File: src/rtl/addsub_arbiter_pkg.sv
// Shared definitions for the add/subtract arbiter slice.
//   DEF_WIDTH : default operand/result width
//   state_t   : FSM encoding (IDLE / EXEC / RESP)
//   req_id_t  : requester index carried with each operation (0 or 1)
package addsub_arbiter_pkg;

    localparam int DEF_WIDTH = 16;

    typedef enum logic [1:0] {
        ST_IDLE = 2'd0,
        ST_EXEC = 2'd1,
        ST_RESP = 2'd2
    } state_t;

    typedef logic req_id_t;

endpackage

File: src/rtl/addsub_arbiter_if.sv
// Request/response bus between two requesters, the arbiter and a result consumer.
//   req_valid/req_ready : per-requester request handshake (bit i = requester i)
//   req{0,1}_a/_b/_sub  : operands and operation select per requester
//   rsp_valid/rsp_ready : response handshake
//   rsp_id/result/overflow : tagged response payload
// Handshake semantics: a transfer happens on a rising clock edge where valid and
// ready are both 1. A source holds valid and payload stable until that transfer.
// req_ready may depend combinationally on req_valid; rsp_valid never depends on
// rsp_ready. Response payload is stable for as long as rsp_valid is 1.
interface addsub_arbiter_if
    import addsub_arbiter_pkg::*;
#(
    parameter int WIDTH = DEF_WIDTH
);
    logic [1:0]       req_valid;
    logic [1:0]       req_ready;
    logic [WIDTH-1:0] req0_a;
    logic [WIDTH-1:0] req0_b;
    logic             req0_sub;
    logic [WIDTH-1:0] req1_a;
    logic [WIDTH-1:0] req1_b;
    logic             req1_sub;
    logic             rsp_valid;
    logic             rsp_ready;
    req_id_t          rsp_id;
    logic [WIDTH-1:0] rsp_result;
    logic             rsp_overflow;

    // Requester/consumer side
    modport master (
        output req_valid, req0_a, req0_b, req0_sub, req1_a, req1_b, req1_sub,
        output rsp_ready,
        input  req_ready, rsp_valid, rsp_id, rsp_result, rsp_overflow
    );

    // Arbiter side
    modport slave (
        input  req_valid, req0_a, req0_b, req0_sub, req1_a, req1_b, req1_sub,
        input  rsp_ready,
        output req_ready, rsp_valid, rsp_id, rsp_result, rsp_overflow
    );

endinterface

File: src/rtl/addsub_arbiter_core.sv
// Combinational signed add/subtract with two's-complement overflow detection.
//   a_i, b_i     : operands (signed two's complement)
//   sub_i        : 1 = a-b, 0 = a+b
//   result_o     : result modulo 2^WIDTH
//   overflow_o   : signed overflow of result_o
module addsub_core
    import addsub_arbiter_pkg::*;
#(
    parameter int WIDTH = DEF_WIDTH
) (
    input  logic [WIDTH-1:0] a_i,
    input  logic [WIDTH-1:0] b_i,
    input  logic             sub_i,
    output logic [WIDTH-1:0] result_o,
    output logic             overflow_o
);

    logic [WIDTH-1:0] b_eff;

    // Subtraction reuses the single adder: a + ~b + 1, the +1 entering as carry-in.
    assign b_eff    = sub_i ? ~b_i : b_i;
    assign result_o = a_i + b_eff + {{(WIDTH-1){1'b0}}, sub_i};

    // Sign rules on the original operands; covers b = most-negative correctly.
    always_comb begin
        overflow_o = 1'b0;
        if (sub_i) begin
            overflow_o = (a_i[WIDTH-1] != b_i[WIDTH-1]) && (result_o[WIDTH-1] != a_i[WIDTH-1]);
        end else begin
            overflow_o = (a_i[WIDTH-1] == b_i[WIDTH-1]) && (result_o[WIDTH-1] != a_i[WIDTH-1]);
        end
    end

endmodule

File: src/rtl/addsub_arbiter.sv
// Round-robin arbiter sharing one add/subtract unit between two requesters.
//   clk, rst_n  : clock, asynchronous active-low reset
//   bus         : request/response interface (slave modport)
//   ovf_clr     : synchronous clear of ovf_sticky
//   ovf_sticky  : set by any delivered overflowing result, held until cleared
//   state_o     : current FSM state (debug observation)
// One operation is in flight at a time: IDLE accepts, EXEC computes, RESP holds
// the result until the consumer takes it.
module addsub_arbiter
    import addsub_arbiter_pkg::*;
#(
    parameter int WIDTH   = DEF_WIDTH,
    parameter bit RR_INIT = 1'b0
) (
    input  logic                clk,
    input  logic                rst_n,
    addsub_arbiter_if.slave     bus,
    input  logic                ovf_clr,
    output logic                ovf_sticky,
    output state_t              state_o
);

    state_t           state_q, state_d;
    req_id_t          prio_q;
    req_id_t          grant;
    logic             accept;
    logic [1:0]       req_ready;

    logic [WIDTH-1:0] a_q, b_q;
    logic             sub_q;
    req_id_t          id_q;

    logic [WIDTH-1:0] rsp_result_q;
    logic             rsp_ovf_q;
    req_id_t          rsp_id_q;
    logic             sticky_q;

    logic [WIDTH-1:0] core_result;
    logic             core_ovf;
    logic             rsp_hs;

    addsub_core #(.WIDTH(WIDTH)) u_core (
        .a_i        (a_q),
        .b_i        (b_q),
        .sub_i      (sub_q),
        .result_o   (core_result),
        .overflow_o (core_ovf)
    );

    // Grant and next state. Ready is offered only to a requester that is valid,
    // so nothing is advertised while both inputs are idle.
    always_comb begin
        state_d   = state_q;
        grant     = prio_q;
        req_ready = 2'b00;
        accept    = 1'b0;
        unique case (state_q)
            ST_IDLE: begin
                unique case (bus.req_valid)
                    2'b01:   grant = 1'b0;
                    2'b10:   grant = 1'b1;
                    default: grant = prio_q;
                endcase
                req_ready = bus.req_valid & (grant ? 2'b10 : 2'b01);
                if (bus.req_valid != 2'b00) begin
                    accept  = 1'b1;
                    state_d = ST_EXEC;
                end
            end
            ST_EXEC: state_d = ST_RESP;
            ST_RESP: if (bus.rsp_ready) state_d = ST_IDLE;
            default: state_d = ST_IDLE;
        endcase
    end

    assign rsp_hs = (state_q == ST_RESP) && bus.rsp_ready;

    always_ff @(posedge clk or negedge rst_n) begin
        if (!rst_n) begin
            state_q      <= ST_IDLE;
            prio_q       <= RR_INIT;
            a_q          <= '0;
            b_q          <= '0;
            sub_q        <= 1'b0;
            id_q         <= 1'b0;
            rsp_result_q <= '0;
            rsp_ovf_q    <= 1'b0;
            rsp_id_q     <= 1'b0;
            sticky_q     <= 1'b0;
        end else begin
            state_q <= state_d;
            if (accept) begin
                a_q    <= grant ? bus.req1_a   : bus.req0_a;
                b_q    <= grant ? bus.req1_b   : bus.req0_b;
                sub_q  <= grant ? bus.req1_sub : bus.req0_sub;
                id_q   <= grant;
                prio_q <= ~grant;
            end
            // Response registers load only at the end of EXEC, so they stay put in RESP.
            if (state_q == ST_EXEC) begin
                rsp_result_q <= core_result;
                rsp_ovf_q    <= core_ovf;
                rsp_id_q     <= id_q;
            end
            // A delivered overflow wins over a simultaneous clear.
            if (rsp_hs && rsp_ovf_q) begin
                sticky_q <= 1'b1;
            end else if (ovf_clr) begin
                sticky_q <= 1'b0;
            end
        end
    end

    assign bus.req_ready    = req_ready;
    assign bus.rsp_valid    = (state_q == ST_RESP);
    assign bus.rsp_id       = rsp_id_q;
    assign bus.rsp_result   = rsp_result_q;
    assign bus.rsp_overflow = rsp_ovf_q;
    assign ovf_sticky       = sticky_q;
    assign state_o          = state_q;

endmodule

File: src/flat_wrapper.sv
// flat-port wrapper written by rule: the top's interface ports become plain ports
module addsub_arbiter_flat import addsub_arbiter_pkg::*;
#(
    parameter int WIDTH   = DEF_WIDTH,
    parameter bit RR_INIT = 1'b0
)
  (clk, rst_n, ovf_clr, ovf_sticky, state_o, bus_req_valid, bus_req0_a, bus_req0_b, bus_req0_sub, bus_req1_a, bus_req1_b, bus_req1_sub, bus_rsp_ready, bus_req_ready, bus_rsp_valid, bus_rsp_id, bus_rsp_result, bus_rsp_overflow);
  addsub_arbiter_if #(.WIDTH(WIDTH)) bus_i ();
  input  logic clk;
  input  logic rst_n;
  input  logic ovf_clr;
  output logic ovf_sticky;
  output state_t state_o;
  input wire logic [$bits(bus_i.req_valid)-1:0] bus_req_valid;
  input wire logic [$bits(bus_i.req0_a)-1:0] bus_req0_a;
  input wire logic [$bits(bus_i.req0_b)-1:0] bus_req0_b;
  input wire logic [$bits(bus_i.req0_sub)-1:0] bus_req0_sub;
  input wire logic [$bits(bus_i.req1_a)-1:0] bus_req1_a;
  input wire logic [$bits(bus_i.req1_b)-1:0] bus_req1_b;
  input wire logic [$bits(bus_i.req1_sub)-1:0] bus_req1_sub;
  input wire logic [$bits(bus_i.rsp_ready)-1:0] bus_rsp_ready;
  output wire logic [$bits(bus_i.req_ready)-1:0] bus_req_ready;
  output wire logic [$bits(bus_i.rsp_valid)-1:0] bus_rsp_valid;
  output wire logic [$bits(bus_i.rsp_id)-1:0] bus_rsp_id;
  output wire logic [$bits(bus_i.rsp_result)-1:0] bus_rsp_result;
  output wire logic [$bits(bus_i.rsp_overflow)-1:0] bus_rsp_overflow;
  assign bus_i.req_valid = bus_req_valid;
  assign bus_i.req0_a = bus_req0_a;
  assign bus_i.req0_b = bus_req0_b;
  assign bus_i.req0_sub = bus_req0_sub;
  assign bus_i.req1_a = bus_req1_a;
  assign bus_i.req1_b = bus_req1_b;
  assign bus_i.req1_sub = bus_req1_sub;
  assign bus_i.rsp_ready = bus_rsp_ready;
  assign bus_req_ready = bus_i.req_ready;
  assign bus_rsp_valid = bus_i.rsp_valid;
  assign bus_rsp_id = bus_i.rsp_id;
  assign bus_rsp_result = bus_i.rsp_result;
  assign bus_rsp_overflow = bus_i.rsp_overflow;
  addsub_arbiter #(.WIDTH(WIDTH), .RR_INIT(RR_INIT)) u_core (.clk(clk), .rst_n(rst_n), .bus(bus_i), .ovf_clr(ovf_clr), .ovf_sticky(ovf_sticky), .state_o(state_o));
endmodule
File: config.mk
export PLATFORM = sky130hd
export DESIGN_NAME = addsub_arbiter_flat
export DESIGN_NICKNAME = d
export VERILOG_FILES = /design/src/rtl/addsub_arbiter_pkg.sv /design/src/rtl/addsub_arbiter_if.sv /design/src/rtl/addsub_arbiter_core.sv /design/src/rtl/addsub_arbiter.sv /design/src/flat_wrapper.sv
export SDC_FILE = /design/constraint.sdc
export NUM_CORES = 1
export LEC_CHECK = 0
export ABC_AREA = 1
export BUFFER_PORTS_ARGS = -buffer_cell sky130_fd_sc_hd__buf_2
export CORE_UTILIZATION = 25
export CTS_CLUSTER_SIZE = 28
export DETAILED_ROUTE_END_ITERATION = 16
export PLACE_DENSITY = 0.54
export RECOVER_POWER = 50
export SYNTH_ARGS = -nofsm -noshare
export SYNTH_HDL_FRONTEND = slang
export SYNTH_SLANG_ARGS = --single-unit
export TNS_END_PERCENT = 50
File: constraint.sdc
create_clock -name clk -period 2.1 [get_ports clk]
set_clock_uncertainty 0.15 [all_clocks]
set_input_delay 0.105 -clock clk [delete_from_list [all_inputs] [get_ports clk]]
set_output_delay 0.105 -clock clk [all_outputs]
set_load 0.05 [all_outputs]
==> flow_metrics.tcl <==
set metrics [dict create \
    placed_area_mm2 0.004622 \
    synth_ff_type "dfrtp_1" \
    hold_path_class "input port to register" \
    synth-async-reset-ratio 1.000 \
    whs_ns -0.01722 \
    clockBufferDepth 2 \
    cp.required_ns 2.14 \
    clk_latency_ns 0.29 \
    cts_made_buffers 5 \
    fmax_ghz 0.4472 \
    clkTransAtPathRegs_ns 0.07 \
    initial_core_util 0.2587 \
    path_class "register to register" \
    status "finished with violations" \
    drc 0 \
    place.port_buffers 95 \
    dieHeight_um 122.3 \
    rows 43 \
    dp_hpwl_mm 7.652 \
    ant_nets 0 \
    syn_inst 449 \
    synthXorXnorAreaFrac 0.04599 \
    drtPass1Iterations 4 \
    synth.most_common_cell "nand2_1" \
    ios 96 \
    synth_edf_count 0 \
    worst_r2r_path_depth 13 \
    finalCritPeriodShare 1.065 \
    globalplace.congestion 0.8267 \
    min_period_ns 2.236 \
    track_usage 0.1508 \
    netlist.area_leader.share 0.3873 \
    cp-end-kind "register" \
    synth-seq-area-share 0.3873 \
    vias 3636 \
    peakVddDrop_mv 0.5922 \
    grt_max_degree 42 \
    root_buffer "clkbuf_16" \
    violations "hold timing, setup timing" \
    yosys.area_share.simple 0.2434 \
    crit_chain "clkbuf_16, xor2_1, ha_1, nand2_2, inv_1, nand3_1, inv_1, and2_1, nand2_2, nand3_1, nand2_1, nor2_1, nor2_1" \
    p_leak_nw 2.935 \
    finalSetupViolations 10 \
    max_stage_delay_ns 0.46 \
    area_delta_synth_final_pct 56.47 \
    rsz0062_at_grt "yes" \
    crit_fanout 7 \
    maxCapViolations 0 \
    p_total_w 0.01137 \
    critPathSlowestCell "dfrtp_2" \
    ys_seq_elements 56 \
    ys_warn_count 0 \
    dieWidth_um 122.3 \
    routed_wl_mm 10.75 \
    antennaDiodeCount 0 \
    ys_types 32 \
    place_ws_ns -0.1459 \
    drt_iter0_markers 99 \
    grt_pass1_wl_mm 17.64 \
    tightest_slew_ns 0.7618 \
    synth_top_family_by_area "simple AND/OR/NAND/NOR gates" \
    synth_fp_nets 539 \
    synth_compound_area_frac 0.1615 \
    muxShareOfSynthArea 0 \
    finalHoldViolCount 1 \
    finalInstanceArea_mm2 0.005662 \
    gr-total-overflow 0 \
    wire_per_inst_um 12.83 \
    synth_top_area_cell "dfrtp_1" \
    cts.sinks 56 \
    synth_area_leaders "dfrtp_1 39%, nand2_1 12%, o211ai_2 9.7%" \
    drive_above_1_share 0.3237 \
    power.density_mw_per_mm2 2009 \
    start_kind "register" \
    setup_slack_ns -0.1359 \
    h-tree-depth 2 \
    via_per_inst 4.339 \
    slew_headroom 0.4921 \
    fp.dieArea_mm2 0.01496 \
    cp.arrival_ns 2.28 \
    synthTopCellsByCount "113 x nand2_1, 65 x inv_1, 56 x dfrtp_1, 56 x nand3_1, 28 x o211ai_2" \
    syn_area_mm2 0.003618 \
    slew_violations 0 \
    fin_util 0.4047 \
    antenna_found_initial 0 \
    holdPathStages 3 \
    postSynthAreaPerCell_um2 8.059 \
    final_nets 748 \
    coreArea_mm2 0.01399 \
    synth-adder-area-share 0.06432 \
    cts_tree "yes" \
    grt_pass1_vias 3676 \
]
## path summary, 6_finish.rpt
path	from	to	slack [ns]
worst max-delay path	u_core.sub_q$_DFFE_PN0P_	u_core.bus.rsp_overflow$_DFFE_PN0N_	-0.14
worst min-delay path	bus_req0_sub	u_core.sub_q$_DFFE_PN0P_	-0.02
worst max register to register	u_core.sub_q$_DFFE_PN0P_	u_core.bus.rsp_overflow$_DFFE_PN0N_	-0.14
worst min register to register	u_core.bus.rsp_result[10]$_DFFE_PN0N_	u_core.bus.rsp_result[10]$_DFFE_PN0N_	0.33
max in group asynchronous	rst_n	u_core.sub_q$_DFFE_PN0P_	0.34
min in group asynchronous	rst_n	u_core.bus.rsp_result[12]$_DFFE_PN0N_	0.23
## critical path: cells and delay by family (launching register included)
kind	cells	cell delay, ns
simple gates	8	0.66
flops	1	0.46
fa+ha+maj	1	0.37
buf+inv	3	0.34
xor+xnor	1	0.16
## metrics by stage
stage / std cells / TNS (ns) / hold WS (ns)
final: 838 / -0.9807 / -0.01722
after global routing: 838 / -2.735 / 0.009672
after CTS: 828 / -0.8531 / 0.0003954
after detailed placement: 750 / -1.096 / 0.01239
after global placement: 750 / -1.149 / 0.009882
after floorplan: 449 / -0.08414 / -0.3406
## metal layers
layer,GRT usage,share of wire
met2,0.2577,0.49
met5,0,0
met1,0.1942,0.46
met4,0.04268,0.012
met3,0.02556,0.034
## cell type report
type / instances / area, um^2
clock buffers: 5 / 125.1
clock inverters: 2 / 12.51
fillers: 1456 / 8327
inverters: 67 / 251.5
multi-input cells: 307 / 2028
flip-flops and latches: 56 / 1403
well taps: 180 / 225.2
repair buffers: 221 / 1617
## registers in the layout (all words and copies together) (netlist names)
signal	count
u_core.bus.rsp_result	16
u_core.a_q	16
u_core.id_q	1
u_core.bus.rsp_overflow	1
u_core.state_o	2
u_core.b_q	16
u_core.prio_q	1
u_core.bus.rsp_id	1
u_core.sub_q	1
u_core.ovf_sticky	1
## power by group
part	switching (W)	internal (W)
clock network	0.000378	0.000434
registers	0.000388	0.00163
logic	0.00475	0.00380
## cell usage in the layout, fill, tap and decap left out, drive strengths merged, types with 3 or more instances in the layout
cell type / Yosys / layout
clkbuf: 12 / 28
nor3: 3 / 3
inv: 67 / 67
xor2: 14 / 14
ha: 17 / 17
nand3: 56 / 56
o21ai: 14 / 14
buf: 7 / 129
dlygate4sd3: 0 / 69
xnor2: 5 / 5
nor2: 19 / 19
o211ai: 28 / 28
a21oi: 16 / 16
dfrtp: 56 / 56
o221ai: 5 / 5
nand2: 113 / 113
or2: 4 / 4
## logic make-up after synthesis
kind of cell / Yosys count
xor gates and xnor gates: 19
AOI/OAI and AO/OA: 68
and+or+nand+nor: 202
DFF: 56
buffers and inverters: 86
adders and majority gates: 18
## repair_timing
item,CTS,global route
setup buffers,2,9
hold endpoints to repair,61,0
hold buffers,69,0
resized for setup,12,27
setup endpoints to repair,10,12
gates cloned,0,1
pin swaps,3,20
Power figures use the tool's default switching activity.
